File: config.mk
export PLATFORM = sky130hd
export DESIGN_NAME = spi_mem_arbiter
export DESIGN_NICKNAME = d
export VERILOG_FILES = /design/src/rtl/spi_mem_arbiter.sv
export SDC_FILE = /design/constraint.sdc
export NUM_CORES = 1
export LEC_CHECK = 0
export BUFFER_PORTS_ARGS = -buffer_cell sky130_fd_sc_hd__buf_2
export CORE_ASPECT_RATIO = 2
export CORE_MARGIN = 5
export CORE_UTILIZATION = 51
export DETAILED_ROUTE_END_ITERATION = 12
export PLACE_DENSITY = 0.84
export SYNTH_ARGS = -nofsm -noshare
export SYNTH_HDL_FRONTEND = slang
export SYNTH_SLANG_ARGS = --single-unit
export TNS_END_PERCENT = 20
File: constraint.sdc
create_clock -name clk -period 3.79 [get_ports clk]
set_clock_uncertainty 0.05 [all_clocks]
set_input_delay 0.758 -clock clk [delete_from_list [all_inputs] [get_ports clk]]
set_output_delay 0.758 -clock clk [all_outputs]
set_load 0.02 [all_outputs]
File: src/rtl/spi_mem_arbiter.sv
// Two-port arbiter in front of a single 23LC-style SPI RAM.
// Each granted request runs one complete frame: command, 16-bit address
// and one data byte, in SPI mode 0, MSB first. Ports are granted
// round-robin, and every frame ends with a one-cycle ack to its owner.
module spi_mem_arbiter #(
  parameter int         CLK_DIV   = 1,
  parameter logic [7:0] CMD_READ  = 8'h03,
  parameter logic [7:0] CMD_WRITE = 8'h02
) (
  input  logic        clk,
  input  logic        rst_n,
  // port 0: instruction fetch
  input  logic        m0_req,
  input  logic        m0_we,
  input  logic [15:0] m0_addr,
  input  logic [7:0]  m0_wdata,
  output logic        m0_ack,
  output logic [7:0]  m0_rdata,
  // port 1: data load/store
  input  logic        m1_req,
  input  logic        m1_we,
  input  logic [15:0] m1_addr,
  input  logic [7:0]  m1_wdata,
  output logic        m1_ack,
  output logic [7:0]  m1_rdata,
  // status
  output logic        busy,
  output logic        gnt,
  // SPI pins
  output logic        spi_cs_n,
  output logic        spi_sck,
  output logic        spi_mosi,
  input  logic        spi_miso
);

  // The divider counts 0 .. CLK_DIV-1 inside every SCK half-period,
  // inside HOLD and inside GAP.
  localparam int            DW       = (CLK_DIV > 1) ? $clog2(CLK_DIV) : 1;
  localparam logic [DW-1:0] DIV_LAST = DW'(CLK_DIV - 1);

  typedef enum logic [1:0] {
    ST_IDLE  = 2'd0,
    ST_SHIFT = 2'd1,
    ST_HOLD  = 2'd2,
    ST_GAP   = 2'd3
  } state_e;

  state_e        state_q, state_d;

  // Frame sequencing
  logic [DW-1:0] div_q;      // cycle within the current half-period
  logic          phase_q;    // 0 = SCK low half, 1 = SCK high half
  logic [4:0]    bit_q;      // frame bit index, 0 = first bit sent
  logic [31:0]   shreg_q;    // {cmd, addr_hi, addr_lo, wdata}, MSB on the wire
  logic [7:0]    rx_q;       // MISO capture during the data byte

  // Transaction ownership
  logic          we_q;
  logic          gnt_q;      // owner of the current or last frame
  logic          last_q;     // round-robin memory; resets to 1 so port 0 wins the first tie

  // Port outputs
  logic          ack0_q, ack1_q;
  logic [7:0]    rdata0_q, rdata1_q;

  // Combinational helpers
  logic          div_done;
  logic          bit_done;
  logic          frame_done;
  logic          hold_done;
  logic          gap_done;
  logic          sample_en;
  logic          any_req;
  logic          sel;
  logic          sel_we;
  logic [15:0]   sel_addr;
  logic [7:0]    sel_wdata;
  logic [31:0]   frame_d;
  logic          ack0_d, ack1_d;

  assign div_done   = (div_q == DIV_LAST);
  assign bit_done   = phase_q && div_done;               // end of a high half
  assign frame_done = bit_done && (bit_q == 5'd31);
  assign hold_done  = (state_q == ST_HOLD) && div_done;
  assign gap_done   = (state_q == ST_GAP) && div_done;

  // MISO is taken in the cycle SCK rises, and only for the data byte (bits 24..31).
  assign sample_en  = (state_q == ST_SHIFT) && phase_q && (div_q == '0) &&
                      (bit_q[4:3] == 2'b11);

  // Round-robin choice between the two requesters and the frame it would load
  always_comb begin
    any_req = m0_req | m1_req;
    if (m0_req && m1_req) begin
      sel = ~last_q;
    end else begin
      sel = m1_req;
    end
    sel_we    = sel ? m1_we    : m0_we;
    sel_addr  = sel ? m1_addr  : m0_addr;
    sel_wdata = sel ? m1_wdata : m0_wdata;
    frame_d   = {(sel_we ? CMD_WRITE : CMD_READ), sel_addr,
                 (sel_we ? sel_wdata : 8'h00)};
  end

  // State register
  always_ff @(posedge clk or negedge rst_n) begin
    if (!rst_n) begin
      state_q <= ST_IDLE;
    end else begin
      state_q <= state_d;
    end
  end

  // Next-state logic: IDLE -> SHIFT -> HOLD -> GAP -> IDLE
  always_comb begin
    state_d = state_q;
    case (state_q)
      ST_IDLE:  if (any_req)    state_d = ST_SHIFT;
      ST_SHIFT: if (frame_done) state_d = ST_HOLD;
      ST_HOLD:  if (div_done)   state_d = ST_GAP;
      ST_GAP:   if (div_done)   state_d = ST_IDLE;
      default:                  state_d = ST_IDLE;
    endcase
  end

  // Output decode: pins come straight from registered state, so CS rises the
  // instant reset is asserted. The ack/rdata next values are formed here.
  always_comb begin
    spi_cs_n = 1'b1;
    spi_sck  = 1'b0;
    spi_mosi = 1'b0;
    busy     = 1'b0;
    ack0_d   = 1'b0;
    ack1_d   = 1'b0;
    case (state_q)
      ST_SHIFT: begin
        spi_cs_n = 1'b0;
        spi_sck  = phase_q;
        spi_mosi = shreg_q[31];
        busy     = 1'b1;
      end
      ST_HOLD: begin
        spi_cs_n = 1'b0;
        busy     = 1'b1;
        ack0_d   = hold_done && !gnt_q;
        ack1_d   = hold_done &&  gnt_q;
      end
      ST_GAP: begin
        busy     = 1'b1;
      end
      default: ;
    endcase
  end

  // Grant capture, bit/phase sequencing, shifting and MISO capture
  always_ff @(posedge clk or negedge rst_n) begin
    if (!rst_n) begin
      div_q   <= '0;
      phase_q <= 1'b0;
      bit_q   <= 5'd0;
      shreg_q <= 32'h0;
      rx_q    <= 8'h00;
      we_q    <= 1'b0;
      gnt_q   <= 1'b0;
      last_q  <= 1'b1;
    end else begin
      case (state_q)
        ST_IDLE: begin
          div_q   <= '0;
          phase_q <= 1'b0;
          bit_q   <= 5'd0;
          if (any_req) begin
            shreg_q <= frame_d;
            we_q    <= sel_we;
            gnt_q   <= sel;
            last_q  <= sel;
          end
        end
        ST_SHIFT: begin
          if (div_done) begin
            div_q   <= '0;
            phase_q <= ~phase_q;
            // Shifting at the end of the high half makes MOSI change on
            // the first cycle of the next low half.
            if (bit_done) begin
              bit_q   <= bit_q + 5'd1;
              shreg_q <= {shreg_q[30:0], 1'b0};
            end
          end else begin
            div_q <= div_q + DW'(1);
          end
          if (sample_en) begin
            rx_q <= {rx_q[6:0], spi_miso};
          end
        end
        ST_HOLD, ST_GAP: begin
          div_q <= div_done ? '0 : div_q + DW'(1);
        end
        default: begin
          div_q <= '0;
        end
      endcase
    end
  end

  // Completion: one-cycle ack on GAP entry; read data lands with it and holds
  always_ff @(posedge clk or negedge rst_n) begin
    if (!rst_n) begin
      ack0_q   <= 1'b0;
      ack1_q   <= 1'b0;
      rdata0_q <= 8'h00;
      rdata1_q <= 8'h00;
    end else begin
      ack0_q <= ack0_d;
      ack1_q <= ack1_d;
      if (ack0_d && !we_q) rdata0_q <= rx_q;
      if (ack1_d && !we_q) rdata1_q <= rx_q;
    end
  end

  assign m0_ack   = ack0_q;
  assign m1_ack   = ack1_q;
  assign m0_rdata = rdata0_q;
  assign m1_rdata = rdata1_q;
  assign gnt      = gnt_q;

endmodule

==> qor.txt <==
switching share of total power - 37.29%
Reg2Reg Setup Slack - 1.59 ns
internal power contribution - 1.778 mW
ratio of routed vias to standard cells - 5.704
total negative slack - 0 ns
via total after detailed routing - 2641
sequential share of power - 37.1%
DP HPWL - 5526 um
slew of the pin with the lowest slew margin - 0.8537 ns
largest cells by area after synthesis - sky130_fd_sc_hd__dfrtp_1, sky130_fd_sc_hd__mux2_2, sky130_fd_sc_hd__mux2i_1
placed inst area - 0.003852 mm^2
clock root buffer - sky130_fd_sc_hd__clkbuf_16
first drt pass iteration count - 4
number of max-slew violations in the final report - 0
worst endpoint data arrival time - 1.87 ns
Synthesis Warnings - 0
kind of capture point of the worst setup path - output port
Worst Setup Start Kind - flip-flop
status - finished clean
area of the core region - 0.006569 mm^2
clock sinks - 69
path category of the worst min-delay check - flip-flop to flip-flop
P&R area growth vs syn - 20.16%
final clock period utilization by the worst path - 70.72%
# setup viols final - 0
gate count after technology mapping - 298
Final Wtd Congestion - 0.8233
starting utilization of the core area - 51.96%
core utilization of the finished layout - 62.44%
fraction of layout cells with a size suffix above 1 - 38.67%
maximum number of pins on one net before global-route repair - 41
Wirelength per Cell - 16.93 um
synthesized area - 0.003413 mm^2
number of violations reported at the end of detailed-routing iteration 0 - 149
clock slew at the register clock pins of the worst setup and hold paths - 0.05 ns
overall die height - 125.7 um
Crit Path Class - flip-flop to output port
number of antenna diodes - 0
critical register-to-register path startpoint - state_q[1]$_DFFE_PN0P_
Max Cap Violations - 0
post-route insts no fill - 463
buffer depth of the longest clock path - 2
count of input and output buffers - 77
routed wire length - 7838 um
initial antenna violation count - 0
highest ir drop seen on vdd - 0.3815 mV
Final Hold Viols - 0
# IOs - 78
number of global-route vias before repair - 2804
worst min-delay path startpoint - m0_rdata[1]$_DFFE_PN0P_
placement row count - 42
hold worst-path end - m0_rdata[1]$_DFFE_PN0P_
number of post-CTS setup repair buffers - 0
path depth of the worst reg2reg path - 7
sequential-to-total area share from yosys stat - 50.62%
antenna-violating nets left - 0
Placed Cells - 449
largest area contributor in the synthesized netlist - sky130_fd_sc_hd__dfrtp_1
worst-skew pair later-pin latency - 0.33 ns
Critical Path RT - 2.98 ns
design area - 0.004101 mm^2
wire length of the first global-routing pass - 13170 um
H-tree depth - 3
TritonCTS clock tree - yes
area of the die - 0.008528 mm^2
share of the synthesized area in the top cell type - 49.85%
share of total power in combinational logic - 37.2%
TritonCTS Buffers - 9
power dissipated by switching net loads - 1.057 mW
overall fraction of global-route tracks in use - 20.39%
Pwr per Cell Area - 691.1 mW/mm^2
FMAX - 373.1 MHz
die width - 67.85 um
# fillers - 536
leakage power summed over all cells - 1.990 nW
RSZ-0062 raised after global routing - no
headroom to the max-slew limit - 43.08%
total DRC errors in the routed layout - 0
part of the total power dissipated in the clock network - 25.7%
maximum net fanout on the critical path - 40
#FFs+latches synth - 69
Cells on Worst Hold Path - 1
cts-stage hold buffer count - 0
final critical-path required period - 2.680 ns
post-cts repair resize count - 0
grt total ovfl - 0
Reg-to-Reg End - shreg_q[19]$_DFFE_PN0P_
number of nets in the finished design - 433
mean post-synth cell area - 11.45 um^2
syn nets - 359
number of distinct library cells after synthesis - 38
## kinds of logic after synthesis
kind of cell | count (synthesis) | share of synthesized area (%)
fa+ha+maj | 6 | 2.199
mux | 53 | 17.12
xor+xnor | 2 | 0.5133
flops | 69 | 50.62
compound gates | 74 | 15.95
simple gates | 65 | 8.872
buf+inv | 29 | 4.729
## flip-flops by register name (all words and copies together), names as in the netlist
name and cells:
bit_q 5, gnt 1, last_q 1, m0_ack 1
m0_rdata 8, m1_ack 1, m1_rdata 8, phase_q 1
rx_q 8, shreg_q 32, state_q 2, we_q 1
## synth_stat cells
library cell               count
sky130_fd_sc_hd__dfrtp_1      68
sky130_fd_sc_hd__nand2_1      46
sky130_fd_sc_hd__o21ai_0      33
sky130_fd_sc_hd__mux2_2       31
sky130_fd_sc_hd__mux2i_1      19
sky130_fd_sc_hd__o221ai_1     15
sky130_fd_sc_hd__clkbuf_1     10
sky130_fd_sc_hd__o221ai_2      8
sky130_fd_sc_hd__inv_1         7
sky130_fd_sc_hd__o21ai_1       7
sky130_fd_sc_hd__ha_1          6
sky130_fd_sc_hd__buf_6         5
sky130_fd_sc_hd__a22o_1        4
sky130_fd_sc_hd__buf_2         3
sky130_fd_sc_hd__buf_4         3
sky130_fd_sc_hd__mux2_4        3
sky130_fd_sc_hd__nor2_1        3
sky130_fd_sc_hd__a32o_1        2
sky130_fd_sc_hd__and2_1        2
sky130_fd_sc_hd__nand3_1       2
sky130_fd_sc_hd__nor2b_1       2
sky130_fd_sc_hd__nor3b_2       2
sky130_fd_sc_hd__xor2_1        2
sky130_fd_sc_hd__a21boi_0      1
sky130_fd_sc_hd__a21boi_1      1
sky130_fd_sc_hd__a21oi_1       1
sky130_fd_sc_hd__and2b_1       1
sky130_fd_sc_hd__and3_1        1
sky130_fd_sc_hd__buf_1         1
sky130_fd_sc_hd__dfstp_2       1
sky130_fd_sc_hd__nand2b_1      1
sky130_fd_sc_hd__nand3_2       1
sky130_fd_sc_hd__nand3b_1      1
sky130_fd_sc_hd__nand4b_1      1
sky130_fd_sc_hd__o211ai_1      1
sky130_fd_sc_hd__o32a_1        1
sky130_fd_sc_hd__or2_1         1
sky130_fd_sc_hd__or3_1         1
## stage by stage
stage	total power [mW]	setup WS (ns)	hold slack [ns]
floorplan	1.869	1.601	0.4120
global placement	2.067	1.533	0.4339
detailed placement	2.114	1.420	0.4438
CTS	2.847	1.136	0.4553
global route	3.017	0.9777	0.4670
finish	2.835	1.110	0.4491
## area by class of cell
| class | instances | area (um^2) | share of cell area, % |
|---|---|---|---|
| flip-flops and latches | 69 | 1728 | 42.13 |
| well taps | 88 | 110.1 | 2.685 |
| clock inverters | 2 | 12.51 | 0.3051 |
| clock buffers | 12 | 236.5 | 5.766 |
| repair buffers | 85 | 445.4 | 10.86 |
| inverters | 7 | 26.28 | 0.6406 |
| multi-input cells | 200 | 1543 | 37.61 |
## per-layer routing
| layer | share of wire [%] | GRT usage [%] | wire length [um] | vias to the layer above |
|---|---|---|---|---|
| met5 | 0 | 0 | 0 | - |
| met4 | 2.4 | 9.613 | 190 | 0 |
| met3 | 5.2 | 4.813 | 404 | 14 |
| met1 | 35 | 24.08 | 2774 | 1324 |
| met2 | 57 | 33.89 | 4468 | 85 |
| li1 | - | - | - | 1218 |
## critical path: stages (launching register included)
cell and delay [ns]:
sky130_fd_sc_hd__dfrtp_1 0.38, sky130_fd_sc_hd__inv_1 0.12, sky130_fd_sc_hd__ha_1 0.16, sky130_fd_sc_hd__buf_4 0.35
sky130_fd_sc_hd__nand2_1 0.15, sky130_fd_sc_hd__inv_1 0.18, sky130_fd_sc_hd__buf_2 0.19
## how the worst max path moves through the flow
stage	from	cells after the start	endpoint	slack [ns]
floorplan	state_q[1]$_DFFE_PN0P_	5	spi_mosi	1.60
global placement	m1_req	5	shreg_q[13]$_DFFE_PN0P_	1.53
detailed placement	m1_req	5	shreg_q[19]$_DFFE_PN0P_	1.42
CTS	state_q[1]$_DFFE_PN0P_	6	spi_sck	1.14
global route	state_q[1]$_DFFE_PN0P_	6	spi_sck	0.98
finish	state_q[1]$_DFFE_PN0P_	6	spi_sck	1.11
## power by group through the flow
stage,Clock [mW],Sequential [mW],Combinational (mW)
final,0.727,1.05,1.06
after global routing,0.774,1.08,1.17
after CTS,0.734,1.05,1.06
after detailed placement,0,1.06,1.05
after global placement,0,1.05,1.02
after floorplan,0,1.05,0.814
## layout by cell type, fill, tap and decap left out, types with 2 or more instances in the layout
| cell | count |
|---|---|
| sky130_fd_sc_hd__mux2_2 | 31 |
| sky130_fd_sc_hd__nand3_1 | 2 |
| sky130_fd_sc_hd__clkbuf_16 | 9 |
| sky130_fd_sc_hd__o221ai_1 | 15 |
| sky130_fd_sc_hd__a22o_1 | 4 |
| sky130_fd_sc_hd__nand2_1 | 46 |
| sky130_fd_sc_hd__o21ai_0 | 33 |
| sky130_fd_sc_hd__a32o_1 | 2 |
| sky130_fd_sc_hd__ha_1 | 6 |
| sky130_fd_sc_hd__dfrtp_1 | 68 |
| sky130_fd_sc_hd__buf_4 | 8 |
| sky130_fd_sc_hd__nor2b_1 | 2 |
| sky130_fd_sc_hd__nor3b_2 | 2 |
| sky130_fd_sc_hd__and2_1 | 2 |
| sky130_fd_sc_hd__o221ai_2 | 8 |
| sky130_fd_sc_hd__mux2i_1 | 18 |
| sky130_fd_sc_hd__xor2_1 | 2 |
| sky130_fd_sc_hd__nor2_1 | 3 |
| sky130_fd_sc_hd__clkbuf_1 | 3 |
| sky130_fd_sc_hd__inv_1 | 7 |
| sky130_fd_sc_hd__o21ai_1 | 6 |
| sky130_fd_sc_hd__mux2_4 | 3 |
| sky130_fd_sc_hd__buf_2 | 77 |
No activity file was read; power rests on OpenSTA's default activity.
